--- config.mk ---
export PLATFORM = sky130hd
export DESIGN_NAME = seq_divider
export DESIGN_NICKNAME = d
export VERILOG_FILES = /design/src/rtl/seq_divider.sv
export SDC_FILE = /design/constraint.sdc
export NUM_CORES = 1
export LEC_CHECK = 0
export BUFFER_PORTS_ARGS = -buffer_cell sky130_fd_sc_hd__clkbuf_2
export CORE_ASPECT_RATIO = 0.7
export CORE_MARGIN = 2
export CORE_UTILIZATION = 55
export CTS_BUF_LIST = sky130_fd_sc_hd__clkbuf_8
export CTS_CLUSTER_SIZE = 8
export DETAILED_ROUTE_END_ITERATION = 10
export HOLD_SLACK_MARGIN = 0.08
export MAX_ROUTING_LAYER = met4
export PLACE_DENSITY = 0.88
export RECOVER_POWER = 50
export SYNTH_ARGS = -nofsm -noshare
export SYNTH_HDL_FRONTEND = slang
export SYNTH_SLANG_ARGS = --single-unit
--- constraint.sdc ---
create_clock -name clk -period 3.2 [get_ports clk]
set_input_delay 0.32 -clock clk [delete_from_list [all_inputs] [get_ports clk]]
set_output_delay 0.32 -clock clk [all_outputs]
set_load 0.02 [all_outputs]
--- src/rtl/seq_divider.sv ---
// Sequential unsigned divider built on repeated subtraction.
// The dividend and then the divisor arrive on one shared bus in consecutive
// cycles. The divider then subtracts the divisor once per cycle until the
// remainder drops below it. The final quotient is the number of subtractions.
// A zero divisor skips the subtract loop: it returns an all-ones quotient,
// keeps the dividend as the remainder, and raises div_by_zero.
module seq_divider #(
   parameter int WIDTH = 16
) (
   input  logic             clk,
   input  logic             rst_n,
   input  logic             start,
   input  logic [WIDTH-1:0] data_in,
   output logic [WIDTH-1:0] quotient,
   output logic [WIDTH-1:0] remainder,
   output logic             busy,
   output logic             done,
   output logic             div_by_zero
);

   typedef enum logic [2:0] {
      S_IDLE,
      S_LDA,
      S_LDB,
      S_SUB,
      S_DONE
   } state_t;

   localparam logic [WIDTH-1:0] ONE = WIDTH'(1);

   state_t           state;
   logic [WIDTH-1:0] divisor;
   logic             rem_ge_div;

   // The subtract loop continues while the divisor still fits into the remainder.
   assign rem_ge_div = (remainder >= divisor);

   // Controller and datapath. busy, done and div_by_zero are registered, so
   // each one always matches the state that is being entered.
   always_ff @(posedge clk or negedge rst_n) begin
      if (!rst_n) begin
         state       <= S_IDLE;
         quotient    <= '0;
         remainder   <= '0;
         divisor     <= '0;
         busy        <= 1'b0;
         done        <= 1'b0;
         div_by_zero <= 1'b0;
      end else begin
         case (state)
            S_IDLE: begin
               if (start) begin
                  state <= S_LDA;
                  busy  <= 1'b1;
               end
            end

            S_LDA: begin
               remainder   <= data_in;
               quotient    <= '0;
               div_by_zero <= 1'b0;
               state       <= S_LDB;
            end

            S_LDB: begin
               divisor <= data_in;
               if (data_in == '0) begin
                  // Remainder keeps the dividend that was captured in LDA.
                  quotient    <= '1;
                  div_by_zero <= 1'b1;
                  state       <= S_DONE;
                  busy        <= 1'b0;
                  done        <= 1'b1;
               end else begin
                  state <= S_SUB;
               end
            end

            S_SUB: begin
               if (rem_ge_div) begin
                  // The compare guards this subtract, so it cannot underflow.
                  // The quotient stays at or below the dividend, so it cannot overflow.
                  remainder <= remainder - divisor;
                  quotient  <= quotient + ONE;
               end else begin
                  state <= S_DONE;
                  busy  <= 1'b0;
                  done  <= 1'b1;
               end
            end

            S_DONE: begin
               if (start) begin
                  // Clear the flag on the way out. This keeps div_by_zero
                  // confined to DONE, even during the following LDA cycle.
                  state       <= S_LDA;
                  busy        <= 1'b1;
                  done        <= 1'b0;
                  div_by_zero <= 1'b0;
               end
            end

            default: begin
               state       <= S_IDLE;
               busy        <= 1'b0;
               done        <= 1'b0;
               div_by_zero <= 1'b0;
            end
         endcase
      end
   end

endmodule

## Word-level counts from Yosys, hierarchy flattened

Index checks and enable logic that the tools add are counted.

| operators by class | value |
|---|---|
| mux-type cells | 18 |
| reductions and logical operators | 13 |
| bitwise gates (word level) | 3 |
| $add $sub $neg | 2 |
| magnitude comparators | 1 |
| eq/ne operators | 9 |

Operators with widths:

| kind | count |
|---|---|
| $mux 16 | 3 |
| $pmux 16 s3 | 1 |
| $pmux 16 s2 | 1 |
| $add 16x1->16 const B | 1 |
| $ge 16x16->1 | 1 |
| $logic_not 16->1 | 1 |
| $sub 16x16->16 | 1 |
| $pmux 3 s4 | 1 |
| $mux 3 | 3 |
| $ne 2x2->1 const B | 4 |
| $pmux 1 s4 | 2 |
| $reduce_and 4->1 | 2 |
| $eq 3x2->1 const B | 2 |
| $mux 1 | 6 |
| $reduce_and 3->1 | 2 |
| $reduce_or 2->1 | 3 |
| $reduce_and 2->1 | 2 |
| $eq 3x1->1 const B | 1 |
| $eq 3x3->1 const B | 1 |
| $logic_not 3->1 | 1 |
| $not 1->1 | 3 |
| $pmux 1 s3 | 1 |
| $reduce_bool 3->1 | 1 |
| $ne 2x1->1 const B | 1 |
| $reduce_bool 2->1 | 1 |

| word-level totals | value |
|---|---|
| output and inout bits | 35 |
| flip-flop bits (word level) | 54 |
| logic and storage cells | 53 |

## Depth between registers and ports, before layout

Gate-level depths: netlist of run 1.

| depth | value |
|---|---|
| depth in word-level cells | 4 |
| depth in mapped cells | 12 |
| mapped depth without buffers | 11 |

## Worst setup path before layout of run 1

OpenSTA, ideal clock, no wires.

| timing path | value |
|---|---|
| path type | flip-flop to flip-flop |
| start point | reg remainder[0] |
| end point | reg quotient[7] |
| slack | 468 ps |
| arrival | 2611 ps |
| cell stages (with the launch flop) | 12 |
| buffers on the path | 1 |
| period minus slack after synthesis | 2732 ps |
| path through | dfrtp_1 > inv_1 > ha_1 > inv_1 > fa_1 > a211oi_4 > o21ai_2 > a32o_1 > nor3_4 > a31oi_4 > buf_6 > o211a_1 |

| on the way | value |
|---|---|
| cells in the longest elaborated chain, start to end | 3 |

RTL lines:

| item | RTL line | RTL |
|---|---|---|
| from (decl) | 15 | `output logic [WIDTH-1:0] remainder,` |
| from (signal assigned) | 59 | `remainder <= data_in;` |
| from (signal assigned) | 83 | `remainder <= remainder - divisor;` |
| $ge 16x16->1 | 36 | `assign rem_ge_div = (remainder >= divisor);` |
| $ne 2x2->1 (no line) | -- |  |
| $reduce_and 3->1 (no line) | -- |  |
| to (signal assigned) | 84 | `quotient <= quotient + ONE;` |
| to (decl) | 14 | `output logic [WIDTH-1:0] quotient,` |

Every way passes these cells.
A chain may end at the register's enable or synchronous reset.

## Worst setup path after layout of run 1

| timing path | value |
|---|---|
| start point | reg remainder[0] |
| end point | reg quotient[12] |

The elaborated chain is that of the path after synthesis.

==> results of run 1 <==
-- layer usage --
metal | global-route usage (%) | wire [µm] | vias up
met5 | - | 0 | -
met4 | 6.849 | 137 | 0
met3 | 3.755 | 820 | 16
met2 | 39.04 | 3939 | 178
met1 | 41.51 | 4435 | 1664
li1 | - | - | 1643
-- registers in the layout, indices dropped and copies added (netlist names) --
register and count:
divisor 16, busy 1, state 3, remainder 16, done 1, div_by_zero 1, quotient 16
-- area by class of cell --
type                            count  area, µm²  area share, %
Clock buffer                        6      82.58          2.111
Clock inverter                      2      8.758         0.2239
Inverter                           30      112.6          2.879
Multi-Input combinational cell    329       1978          50.58
Sequential cell                    54       1351          34.55
Tap cell                           78      97.59          2.495
Timing Repair Buffer               61      280.3          7.166
-- cells in the mapped netlist (all sizes together), types with 2 or more instances --
library cell / number
nand2: 62
dfrtp: 54
o21ai: 49
nor2: 45
a21oi: 30
inv: 30
clkbuf: 18
ha: 17
a31oi: 14
nand3: 11
nor3: 10
nand4: 9
a211oi: 6
o211ai: 6
o21a: 6
xor2: 6
nor4: 5
xnor2: 5
buf: 4
o21bai: 4
a21o: 3
a311oi: 3
and3: 3
mux2i: 3
nor2b: 3
a22o: 2
a32o: 2
and4: 2
o22a: 2
o22ai: 2
o31ai: 2
-- kinds of logic after synthesis --
logic type	after synthesis
AO/OA/AOI/OAI	141
multiplexers	4
AND/OR/NAND/NOR	155
adder cells (fa/ha/maj)	18
flip-flops	54
buffers and inverters	52
XOR/XNOR	11
-- worst paths after layout --
kind | cells after the start | from | end | slack [ns]
worst max-delay path | 11 | remainder[0] | quotient[12] | 0.40
worst min-delay path | 3 | data_in[1] | divisor[1] | 0.25
worst max register to register | 11 | remainder[0] | quotient[12] | 0.40
worst min register to register | 1 | quotient[15] | quotient[15] | 0.52
max in group asynchronous | 3 | rst_n | quotient[8] | 0.95
min in group asynchronous | 2 | rst_n | divisor[2] | 0.81
-- per-stage QoR --
step	cell area (µm²)	instances	hold slack (ns)
after floorplan	3533	435	0.02441
after global placement	3857	551	0.3212
after detailed placement	3857	551	0.3444
after CTS	3959	560	0.2382
after global routing	3911	560	0.2669
final	3911	560	0.2480
-- worst max-delay path, stage by stage, from the launching register on --
cell and delay (ns):
dfrtp_1 0.38, inv_1 0.07, ha_1 0.17, inv_1 0.06, fa_1 0.44, a211oi_4 0.32, o21ai_2 0.11, a32o_1 0.29
nor3_4 0.22, a31oi_4 0.23, and4_4 0.29, a31oi_1 0.14
-- what timing repair did --
| item | in CTS | in global routing |
|---|---|---|
| gates resized for setup | 0 | 0 |
| hold buffers | 1 | 0 |
| endpoints found under the hold margin | 21 | 0 |
==> impl_metrics.json, run 1 <==
{
  "core_um2": 6216,
  "ys_seq_area_share_pct": 38.24,
  "drtIter0Drc": 351,
  "yosys_warnings": 0,
  "dp_hpwl_um": 6839,
  "area_delta_synth_final_pct": 10.69,
  "die_area_um2": 7092,
  "layout_common_cells": "nand2_1 (62), dfrtp_1 (54), o21ai_0 (45)",
  "critical_path_class": "reg2reg",
  "io_pins": 54,
  "setup_ws_ns": 0.3950,
  "drv_cap": 0,
  "fill_cells": 546,
  "worst_clock_skew_ns": 0.006770,
  "syn_area_um2": 3533,
  "outcome": "finished, final reports clean",
  "synth_top_area_share_pct": 38.24,
  "synth_area_per_cell_um2": 8.123,
  "grt_pass1_wl_um": 15120,
  "nNetsFinal": 518,
  "async_flop_share_pct": 100.0,
  "antenna_found_initial": 0,
  "initial_core_util_pct": 56.84,
  "cts_tree": "done",
  "synthTopCellsByArea": "dfrtp_1 (38%), nand2_1 (6.6%), o21ai_0 (6.4%)",
  "rows": 24,
  "synth_mux_area_share_pct": 1.169,
  "synth-simple-area-share_pct": 19.83,
  "drive_gt1_share_pct": 8.506,
  "final_util_pct": 62.92,
  "root_buffer": "clkbuf_8",
  "grt_overflow": 0,
  "rsz0062_at_grt": "no",
  "synth-xor-area-share_pct": 2.727,
  "cts_buffer_depth": 2,
  "grt_usage_pct": 27.46,
  "final_hold_viol_count": 0,
  "end_kind": "flip-flop",
  "path_clk_slew_ns": 0.09,
  "wl_um": 9333,
  "post-cts-setup-buffer-count": 0,
  "clock_sinks": 54,
  "required_ns": 3.44,
  "die_h_um": 71.06,
  "route.vias.total": 3501,
  "synthAdderAreaFrac_pct": 6.586,
  "arrival_ns": 3.05,
  "drtAntennaViolNets": 0,
  "final_common_cell": "nand2_1",
  "synth_top_family_by_area": "compound AO/OA/AOI/OAI gates",
  "n_antenna_cell": 0,
  "syn_inst": 435,
  "synth_compound_area_share_pct": 25.60,
  "numCtsBuffers": 5,
  "die-width_um": 99.80,
  "place_ws_ns": 0.4286,
  "slew_viol_final": 0,
  "hold_class": "in2reg",
  "tightestPinTransition_ns": 1.281,
  "ys_ff_latch": 54,
  "synth_top_cell_by_area": "dfrtp_1",
  "layout_worst_path_cycle_share_pct": 87.66,
  "start_kind": "flip-flop",
  "worstPathMaxFanout": 14,
  "clock_latency_ns": 0.31,
  "slew_headroom_pct": 14.63,
  "fmax_ghz": 0.3565,
  "vias_per_cell": 6.252,
  "cts_max_level": 2,
  "fin_tns_setup_ns": 0,
  "synth_flop_cell": "dfrtp_1",
  "grt_max_degree": 34,
  "remaining_drc_errors": 0,
  "numPortBuffers": 53,
  "grt_pass1_vias": 3111,
  "wl_per_cell_um": 16.67,
  "ys_types": 56,
  "min_period_ns": 2.805,
  "finalWeightedCongestion": 0.9687,
  "synth_edf_count": 0,
  "synth_nets": 472,
  "drt-pass1-iter-count": 6,
  "final-setup-viol-count": 0
}
Power of run 1 is left out: the tool's default activity adds up to more than one toggle a clock period on the data nets, which glitch-free logic cannot reach.
==> inputs of run 2 (changes only) <==
Settings changed: CELL_PAD_IN_SITES_DETAIL_PLACEMENT set to 1, CELL_PAD_IN_SITES_GLOBAL_PLACEMENT set to 2, CORE_MARGIN 2 to 5, CORE_UTILIZATION 55 to 35, PLACE_DENSITY 0.88 to 0.93.
==> impl_metrics.json, run 2 (synthesized netlist as in run 1, its figures left out) <==
{
  "numPortBuffers": 53,
  "hold_start": "data_in[12]",
  "end_kind": "flip-flop",
  "die_area_um2": 12240,
  "rsz0062_at_grt": "no",
  "antenna_found_initial": 0,
  "final_cells": 609,
  "fin_area_um2": 3991,
  "die-width_um": 130.1,
  "finalWeightedCongestion": 0.9145,
  "fmax_ghz": 0.3492,
  "outcome": "finished, final reports clean",
  "worstReg2RegStart": "remainder[11]",
  "io_pins": 54,
  "final_util_pct": 40.90,
  "r2r_cells": 8,
  "hold_class": "in2reg",
  "grt_overflow": 0,
  "rows": 30,
  "final_hold_viol_count": 0,
  "final-setup-viol-count": 0,
  "required_ns": 3.44,
  "min_period_ns": 2.864,
  "post-cts-setup-buffer-count": 0,
  "crit_chain": "ha_1, nand4_1, nor2_1, a22oi_1, a211oi_2, buf_4, nor2_1, a31oi_1",
  "start_kind": "flip-flop",
  "drive_gt1_share_pct": 12.68,
  "fin_tns_setup_ns": 0,
  "top_regs": "divisor (16), quotient (16), remainder (16)",
  "slew_viol_final": 0,
  "slew_headroom_pct": 3.795,
  "worstPathMaxFanout": 14,
  "ctsResizeCount": 0,
  "die_h_um": 94.07,
  "critPathMostFrequentCell": "nor2_1",
  "cts_max_level": 2,
  "arrival_ns": 3.11,
  "r2r-end": "remainder[5]",
  "vias_per_cell": 5.534,
  "wl_per_cell_um": 17.63,
  "drtIter0Drc": 221,
  "grt_max_degree": 55,
  "hold_end": "divisor[12]",
  "dp.cells": 601,
  "n_antenna_cell": 0,
  "drtAntennaViolNets": 0,
  "hold_depth": 3,
  "remaining_drc_errors": 0,
  "area_delta_synth_final_pct": 12.96,
  "critical_path_class": "reg2reg",
  "path_clk_slew_ns": 0.10,
  "tightestPinTransition_ns": 1.443,
  "nNetsFinal": 517,
  "cp_slowest_cell": "a211oi_2",
  "grt_pass1_vias": 3393,
  "wl_um": 10740,
  "cts_buffer_depth": 2,
  "clock_sinks": 54,
  "grt_pass1_wl_um": 17900,
  "post_dp_cell_area_um2": 3920,
  "route.vias.total": 3370,
  "worst_clock_skew_ns": 0.01466,
  "initial_core_util_pct": 36.21,
  "final_common_cell": "nand2_1",
  "clock_latency_ns": 0.33,
  "dp_hpwl_um": 8087,
  "cts_tree": "done",
  "layout_common_cells": "nand2_1 (62), dfrtp_1 (54), o21ai_0 (45)",
  "layout_worst_path_cycle_share_pct": 89.49,
  "drv_cap": 0,
  "cts_hold_repair.buffers": 0,
  "reg2reg_slack_ns": 0.34,
  "numCtsBuffers": 5,
  "max_stage_delay_ns": 0.87,
  "grt_usage_pct": 18.95,
  "drt-pass1-iter-count": 4,
  "root_buffer": "clkbuf_8",
  "core_um2": 9759
}
==> run 2: worst max path at each step <==
| stage | end | start |
|---|---|---|
| floorplan | quotient[7] | remainder[0] |
| global placement | quotient[12] | data_in[11] |
| detailed placement | remainder[5] | remainder[7] |
| CTS | remainder[5] | remainder[11] |
| global route | remainder[5] | remainder[10] |
| finish | remainder[5] | remainder[11] |
==> run 2: through the flow <==
step	hold WS [ns]	worst slack, ns
global placement	0.4821	0.4241
finish	0.2333	0.3362
global route	0.2539	0.09767
CTS	0.1521	0.3167
floorplan	0.02441	0.4682
detailed placement	0.4933	0.3577
==> run 2: layout make-up <==
class	instances	area (µm²)
repair buffers	60	294.0
clock buffers	6	82.58
well taps	128	160.2
multi-input cells	329	1978
fillers	1243	5768
clock inverters	2	12.51
inverters	30	112.6
flip-flops and latches	54	1351
==> run 2: routing by layer <==
| layer | wire length [µm] | GRT usage [%] | vias to the layer above | part of all wire, % |
|---|---|---|---|---|
| met2 | 4424 | 25.51 | 75 | 41 |
| met5 | 0 | - | - | 0 |
| met4 | 114 | 4.498 | 0 | 1.1 |
| met3 | 598 | 3.239 | 8 | 5.6 |
| met1 | 5598 | 29.13 | 1656 | 52 |
| li1 | - | - | 1631 | - |
==> run 2: worst max-delay path: cells and delay by family (launching register included) <==
kind                       cells  cell delay (ns)
AOI/OAI and AO/OA              3             1.16
DFF                            1             0.41
and+or+nand+nor                3             0.45
buffers and inverters          1             0.32
adders and majority gates      1             0.44
Power of run 2 is left out for the same reason.
